**config.mk**
```make
export PLATFORM = sky130hd
export DESIGN_NAME = vram_arbiter
export DESIGN_NICKNAME = d
export VERILOG_FILES = /design/src/rtl/vram_arbiter.sv
export SDC_FILE = /design/constraint.sdc
export NUM_CORES = 1
export LEC_CHECK = 0
export ABC_AREA = 1
export CELL_PAD_IN_SITES_DETAIL_PLACEMENT = 2
export CELL_PAD_IN_SITES_GLOBAL_PLACEMENT = 2
export CORE_ASPECT_RATIO = 1.2
export CORE_MARGIN = 8
export CORE_UTILIZATION = 37
export CTS_CLUSTER_DIAMETER = 200
export DETAILED_ROUTE_END_ITERATION = 7
export GPL_TIMING_DRIVEN = 0
export PLACE_DENSITY = 0.87
export SYNTH_ARGS = -nofsm -noshare
export SYNTH_HDL_FRONTEND = slang
export SYNTH_SLANG_ARGS = --single-unit
```
**constraint.sdc**
```tcl
create_clock -name CLK -period 5.1 [get_ports CLK]
set_clock_uncertainty 0.1 [all_clocks]
set_input_delay 1.02 -clock CLK [delete_from_list [all_inputs] [get_ports CLK]]
set_output_delay 1.02 -clock CLK [all_outputs]
set_load 0.02 [all_outputs]
```
**src/rtl/vram_arbiter.sv**
```systemverilog
`default_nettype none
// ============================================================================
//  Module   : vram_arbiter
//  Purpose  : Shares one single-port synchronous frame-buffer RAM between the
//             pixel scan-out read path and a posted-write requester. Display
//             reads always win. Writes are queued in a small FIFO and drained
//             only in cycles without a display read, and, unless WR_IN_ACTIVE
//             is set, only while the horizontal timing is outside the active
//             region.
//  Revision : 1.0 - initial release
// ----------------------------------------------------------------------------
//  Ports
//    CLK         in   system / pixel clock, rising edge
//    RESETN      in   asynchronous active-low reset
//    HSTATE      in   horizontal FSM state (0 sync, 1 bp, 2 active, 3 fp)
//    disp_req    in   display read request, one per pixel
//    disp_addr   in   display read address
//    disp_valid  out  read data valid, one-cycle pulse
//    disp_data   out  read data
//    wr_valid    in   posted write request
//    wr_addr     in   write address
//    wr_data     in   write data
//    wr_ready    out  FIFO can accept a write this cycle
//    fifo_level  out  current FIFO occupancy
//    mem_addr    out  registered RAM address
//    mem_wdata   out  registered RAM write data
//    mem_we      out  registered RAM write enable
//    mem_re      out  registered RAM read enable
//    mem_rdata   in   RAM read data, one cycle after mem_re is sampled
// ============================================================================
module vram_arbiter #(
    parameter int ADDR_W       = 16,
    parameter int DATA_W       = 8,
    parameter int FIFO_DEPTH   = 4,   // power of two, >= 2
    parameter int WR_IN_ACTIVE = 0
) (
    input  logic                            CLK,
    input  logic                            RESETN,
    input  logic [1:0]                      HSTATE,
    input  logic                            disp_req,
    input  logic [ADDR_W-1:0]               disp_addr,
    output logic                            disp_valid,
    output logic [DATA_W-1:0]               disp_data,
    input  logic                            wr_valid,
    input  logic [ADDR_W-1:0]               wr_addr,
    input  logic [DATA_W-1:0]               wr_data,
    output logic                            wr_ready,
    output logic [$clog2(FIFO_DEPTH):0]     fifo_level,
    output logic [ADDR_W-1:0]               mem_addr,
    output logic [DATA_W-1:0]               mem_wdata,
    output logic                            mem_we,
    output logic                            mem_re,
    input  logic [DATA_W-1:0]               mem_rdata
);

    localparam int         c_ptr_w     = $clog2(FIFO_DEPTH);
    localparam int         c_lvl_w     = c_ptr_w + 1;
    localparam logic [1:0] c_hs_active = 2'd2;

    typedef enum logic [1:0] {
        ST_IDLE = 2'd0,
        ST_DISP = 2'd1,
        ST_WR   = 2'd2
    } state_t;

    // ------------------------------------------------------------------------
    // Posted-write FIFO
    // ------------------------------------------------------------------------
    logic [ADDR_W-1:0]  r_fifo_addr [FIFO_DEPTH];
    logic [DATA_W-1:0]  r_fifo_data [FIFO_DEPTH];
    logic [c_ptr_w-1:0] r_wr_ptr;
    logic [c_ptr_w-1:0] r_rd_ptr;
    logic [c_lvl_w-1:0] r_level;

    logic               w_fifo_full;
    logic               w_fifo_empty;
    logic               w_drain_ok;
    logic               w_push;
    logic               w_pop;
    logic [ADDR_W-1:0]  w_head_addr;
    logic [DATA_W-1:0]  w_head_data;

    assign w_fifo_full  = (r_level == c_lvl_w'(FIFO_DEPTH));
    assign w_fifo_empty = (r_level == '0);

    // Acceptance uses pre-edge occupancy, so a pop at the same edge does not
    // open a slot for a write arriving at that edge.
    assign wr_ready     = RESETN && !w_fifo_full;
    assign w_push       = wr_valid && wr_ready;

    // Drain only when the display path leaves the RAM free and the
    // horizontal timing permits writes.
    assign w_drain_ok   = (HSTATE != c_hs_active) || (WR_IN_ACTIVE != 0);
    assign w_pop        = !disp_req && !w_fifo_empty && w_drain_ok;

    assign w_head_addr  = r_fifo_addr[r_rd_ptr];
    assign w_head_data  = r_fifo_data[r_rd_ptr];
    assign fifo_level   = r_level;

    // Storage needs no reset: occupancy and pointers define what is valid.
    always_ff @(posedge CLK) begin
        if (w_push) begin
            r_fifo_addr[r_wr_ptr] <= wr_addr;
            r_fifo_data[r_wr_ptr] <= wr_data;
        end
    end

    // Pointers wrap naturally because FIFO_DEPTH is a power of two.
    always_ff @(posedge CLK or negedge RESETN) begin
        if (!RESETN) begin
            r_wr_ptr <= '0;
            r_rd_ptr <= '0;
            r_level  <= '0;
        end else begin
            if (w_push) begin
                r_wr_ptr <= r_wr_ptr + c_ptr_w'(1);
            end
            if (w_pop) begin
                r_rd_ptr <= r_rd_ptr + c_ptr_w'(1);
            end
            case ({w_push, w_pop})
                2'b10:   r_level <= r_level + c_lvl_w'(1);
                2'b01:   r_level <= r_level - c_lvl_w'(1);
                default: r_level <= r_level;
            endcase
        end
    end

    // ------------------------------------------------------------------------
    // Arbiter FSM with registered RAM controls and display read return path
    // ------------------------------------------------------------------------
    state_t r_state;
    logic   r_rd_pend;   // RAM sampled a read at the last edge; data arrives now

    always_ff @(posedge CLK or negedge RESETN) begin
        if (!RESETN) begin
            r_state    <= ST_IDLE;
            mem_addr   <= '0;
            mem_wdata  <= '0;
            mem_we     <= 1'b0;
            mem_re     <= 1'b0;
            r_rd_pend  <= 1'b0;
            disp_valid <= 1'b0;
            disp_data  <= '0;
        end else begin
            if (disp_req) begin
                r_state  <= ST_DISP;
                mem_addr <= disp_addr;
                mem_re   <= 1'b1;
                mem_we   <= 1'b0;
            end else if (w_pop) begin
                r_state   <= ST_WR;
                mem_addr  <= w_head_addr;
                mem_wdata <= w_head_data;
                mem_we    <= 1'b1;
                mem_re    <= 1'b0;
            end else begin
                // Address and data hold to avoid needless RAM bus toggling.
                r_state <= ST_IDLE;
                mem_we  <= 1'b0;
                mem_re  <= 1'b0;
            end

            // Two-edge read latency: request issued -> RAM samples -> capture.
            r_rd_pend  <= (r_state == ST_DISP);
            disp_valid <= r_rd_pend;
            if (r_rd_pend) begin
                disp_data <= mem_rdata;
            end
        end
    end

endmodule
`default_nettype wire

```
==> qor.yml <==
clocking:
  clock_path_buffers: 2
  cts_setup_buffers: 0
  post_cts_resized: 0
  root_buffer: "clkbuf_16"
  cts_tree: "built"
  hold_buffers: 0
  insertion_delay_ns: 0.43
  cts_sinks: 139
  cts-htree-levels: 4
  clk_pin_slew_ns: 0.05
  numCtsBuffers: 17
finish:
  antennaDiodeCount: 0
  layout.nets: 670
  fill_cells: 1470
  fin_util_pct: 50.4
  drive_above_1_share_pct: 11.7
  area_growth_pct: 33.7
  seq_area_um2: 3960
  fin_area_um2: 7510
  multiInputGateArea_um2: 1430
  fin_cells: 827
timing:
  slew_headroom_pct: 39.2
  rsz0062_at_grt: "false"
  slew_viol_final: 0
  finalSetupViolCount: 0
  tightest_slew_ns: 0.911
  hold_viol: 0
  hold-worst-slack_ns: 0.273
  fin_crit_sh_pct: 66.7
  finalCriticalPeriod_ns: 3.40
  clock.fmax_ghz: 0.294
  fin_ws_ns: 1.70
route:
  drt_iter0_drc: 237
  vias: 4215
  drc: 0
  ant_nets: 0
  drt_wl_total_um: 18700
  vias_per_cell: 5.10
  first_pass_iters: 4
  wl_per_cell_um: 22.6
setup_path:
  cp_slowest_cell: "clkdlybuf4s50_1"
  crit_arrival_ns: 2.28
  path_class: "primary input to output port"
  critPathRequiredTime_ns: 3.98
  crit_chain: "buf_2 > buf_12 > and2_1 > clkdlybuf4s50_1"
  slowest_delay_ns: 0.61
  worstSetupStartpointType: "primary input"
  cp-end-kind: "output port"
  r2r_cells: 9
  crit_fanout: 38
power:
  p_leak_nw: 3.02
  p_int_mw: 2.77
  netSwitchingPower_mw: 1.56
  p_clk_share_pct: 29.9
  irDropWorstVdd_uv: 286
  comb_power_share_pct: 34.7
  p_seq_share_pct: 35.5
  powerDensity_nw_per_um2: 577
  swShare_pct: 36.0
floorplanning:
  ios: 93
  die_area_um2: 19400
  start_util_pct: 37.7
  die_w_um: 128
  fp-row-count: 49
  core_area_um2: 14900
  die_h_um: 151
hold_path:
  hp-class: "flip-flop to flip-flop"
  min_path_cells: 0
synth:
  ys_types: 24
  synth_area_um2: 5610
  ys_ff_latch: 139
  synthCells: 494
  yosys_warnings: 0
  ys_seq_area_share_pct: 70.5
  synth_nets: 554
  syn_area_per_cell_um2: 11.4
place:
  hpwl_um: 12600
  gp_congestion: 0.741
  dp_slack_ns: 1.61
  place_inst: 795
  portBuffers: 92
  place_area_um2: 6900
job:
  drv_cap: 0
grt:
  grt_pass1_vias: 4975
  grt-ovfl-total: 0
  grt_max_degree: 39
  antenna_found_initial: 0
  track_usage_pct: 20.3
  grt_pass1_wl_um: 29000
status:
  status: "finished, final reports clean"
[power by group through the flow]
stage	sequential [mW]	clock, mW	combinational, mW
after CTS	1.54	1.31	1.53
after global routing	1.56	1.35	1.63
after floorplan	1.67	0	0.657
final	1.54	1.29	1.50
after detailed placement	1.55	0	1.47
after global placement	1.54	0	1.32
[per-stage QoR]
stage / total power [mW] / TNS, ns
after floorplan: 2.32 / 0
after detailed placement: 3.02 / 0
after global routing: 4.54 / 0
after CTS: 4.38 / 0
after global placement: 2.86 / -100.63
final: 4.34 / 0
[Yosys cell counts (all sizes together)]
cell	instances	share of area, %
clkbuf	5	0.33
nor2	30	2.0
and2	1	0.11
dfrtp	43	19
edfxtp	96	51
or2	6	0.67
xor2	3	0.47
inv	26	1.7
fa	1	0.36
nand2	150	10
buf	20	2.1
nand3	58	5.2
mux2	8	1.6
a21oi	3	0.27
o21ai	37	3.3
xnor2	1	0.16
ha	5	1.1
clkinv	1	0.067
[registers in the layout (all words and copies together), names as in the netlist, 2 cells and up]
| name | flops |
|---|---|
| r_wr_ptr | 2 |
| r_fifo_addr | 64 |
| r_rd_ptr | 2 |
| fifo_level | 3 |
| mem_wdata | 8 |
| r_fifo_data | 32 |
| disp_data | 8 |
| mem_addr | 16 |
[cell type report]
class	instances	share of cell area [%]
clock inverters	14	2.37
plain buffers	25	1.82
flip-flops and latches	139	52.7
inverters	27	1.35
repair buffers	97	13.6
clock buffers	18	5.72
well taps	204	3.40
multi-input cells	303	19.0
[routing by layer]
metal / GRT usage, % / wire (µm)
met1: 22.4 / 7500
met2: 36.1 / 9670
met3: 4.65 / 1020
met4: 10.2 / 507
met5: 0 / 0
[cell families after synthesis]
| logic type | count (synthesis) | share of synthesized area, % |
|---|---|---|
| simple gates | 245 | 18.0 |
| flops | 139 | 70.5 |
| buf+inv | 52 | 4.23 |
| compound gates | 40 | 3.57 |
| mux | 8 | 1.60 |
| fa+ha+maj | 6 | 1.47 |
| xor+xnor | 4 | 0.624 |
[critical path, delay by kind of cell]
| family | cells | cell delay [ns] |
|---|---|---|
| buffers and inverters | 3 | 1.09 |
| and+or+nand+nor | 1 | 0.16 |
[path summary, 6_finish.rpt]
path                       slack [ns]                        end                 startpoint
setup / recovery                 1.70                   wr_ready                     RESETN
hold / removal                   0.27       disp_valid$_DFF_PN0_        r_rd_pend$_DFF_PN0_
setup reg to reg                 2.52  fifo_level[2]$_DFFE_PN0P_  fifo_level[0]$_DFFE_PN0P_
hold reg to reg                  0.27       disp_valid$_DFF_PN0_        r_rd_pend$_DFF_PN0_
max in group asynchronous        4.07    mem_addr[8]$_DFFE_PN0P_                     RESETN
min in group asynchronous        0.34   mem_wdata[2]$_DFFE_PN0P_                     RESETN
[placed cells by master, fill, tap and decap left out]
cell type | Yosys | final
inv_2 | 3 | 3
nor2_2 | 0 | 4
or2_2 | 5 | 5
o21ai_1 | 8 | 8
dfrtp_1 | 43 | 43
a21oi_1 | 3 | 3
o21ai_0 | 29 | 29
buf_12 | 0 | 1
buf_2 | 13 | 14
clkbuf_1 | 5 | 6
clkbuf_16 | 0 | 17
inv_1 | 23 | 23
buf_1 | 1 | 1
and2_1 | 1 | 1
clkinvlp_4 | 0 | 3
clkinv_1 | 1 | 4
buf_4 | 5 | 5
nand2_1 | 150 | 150
clkdlybuf4s50_1 | 0 | 91
xor2_1 | 3 | 3
or2_1 | 1 | 1
nor2_1 | 30 | 26
clkinv_4 | 0 | 1
mux2_2 | 8 | 8
nand3_1 | 58 | 58
clkinv_2 | 0 | 3
buf_8 | 0 | 2
ha_1 | 5 | 5
buf_16 | 0 | 2
bufinv_16 | 0 | 4
fa_1 | 1 | 1
buf_6 | 1 | 1
edfxtp_1 | 96 | 96
xnor2_1 | 1 | 1
Power figures use the tool's default switching activity.
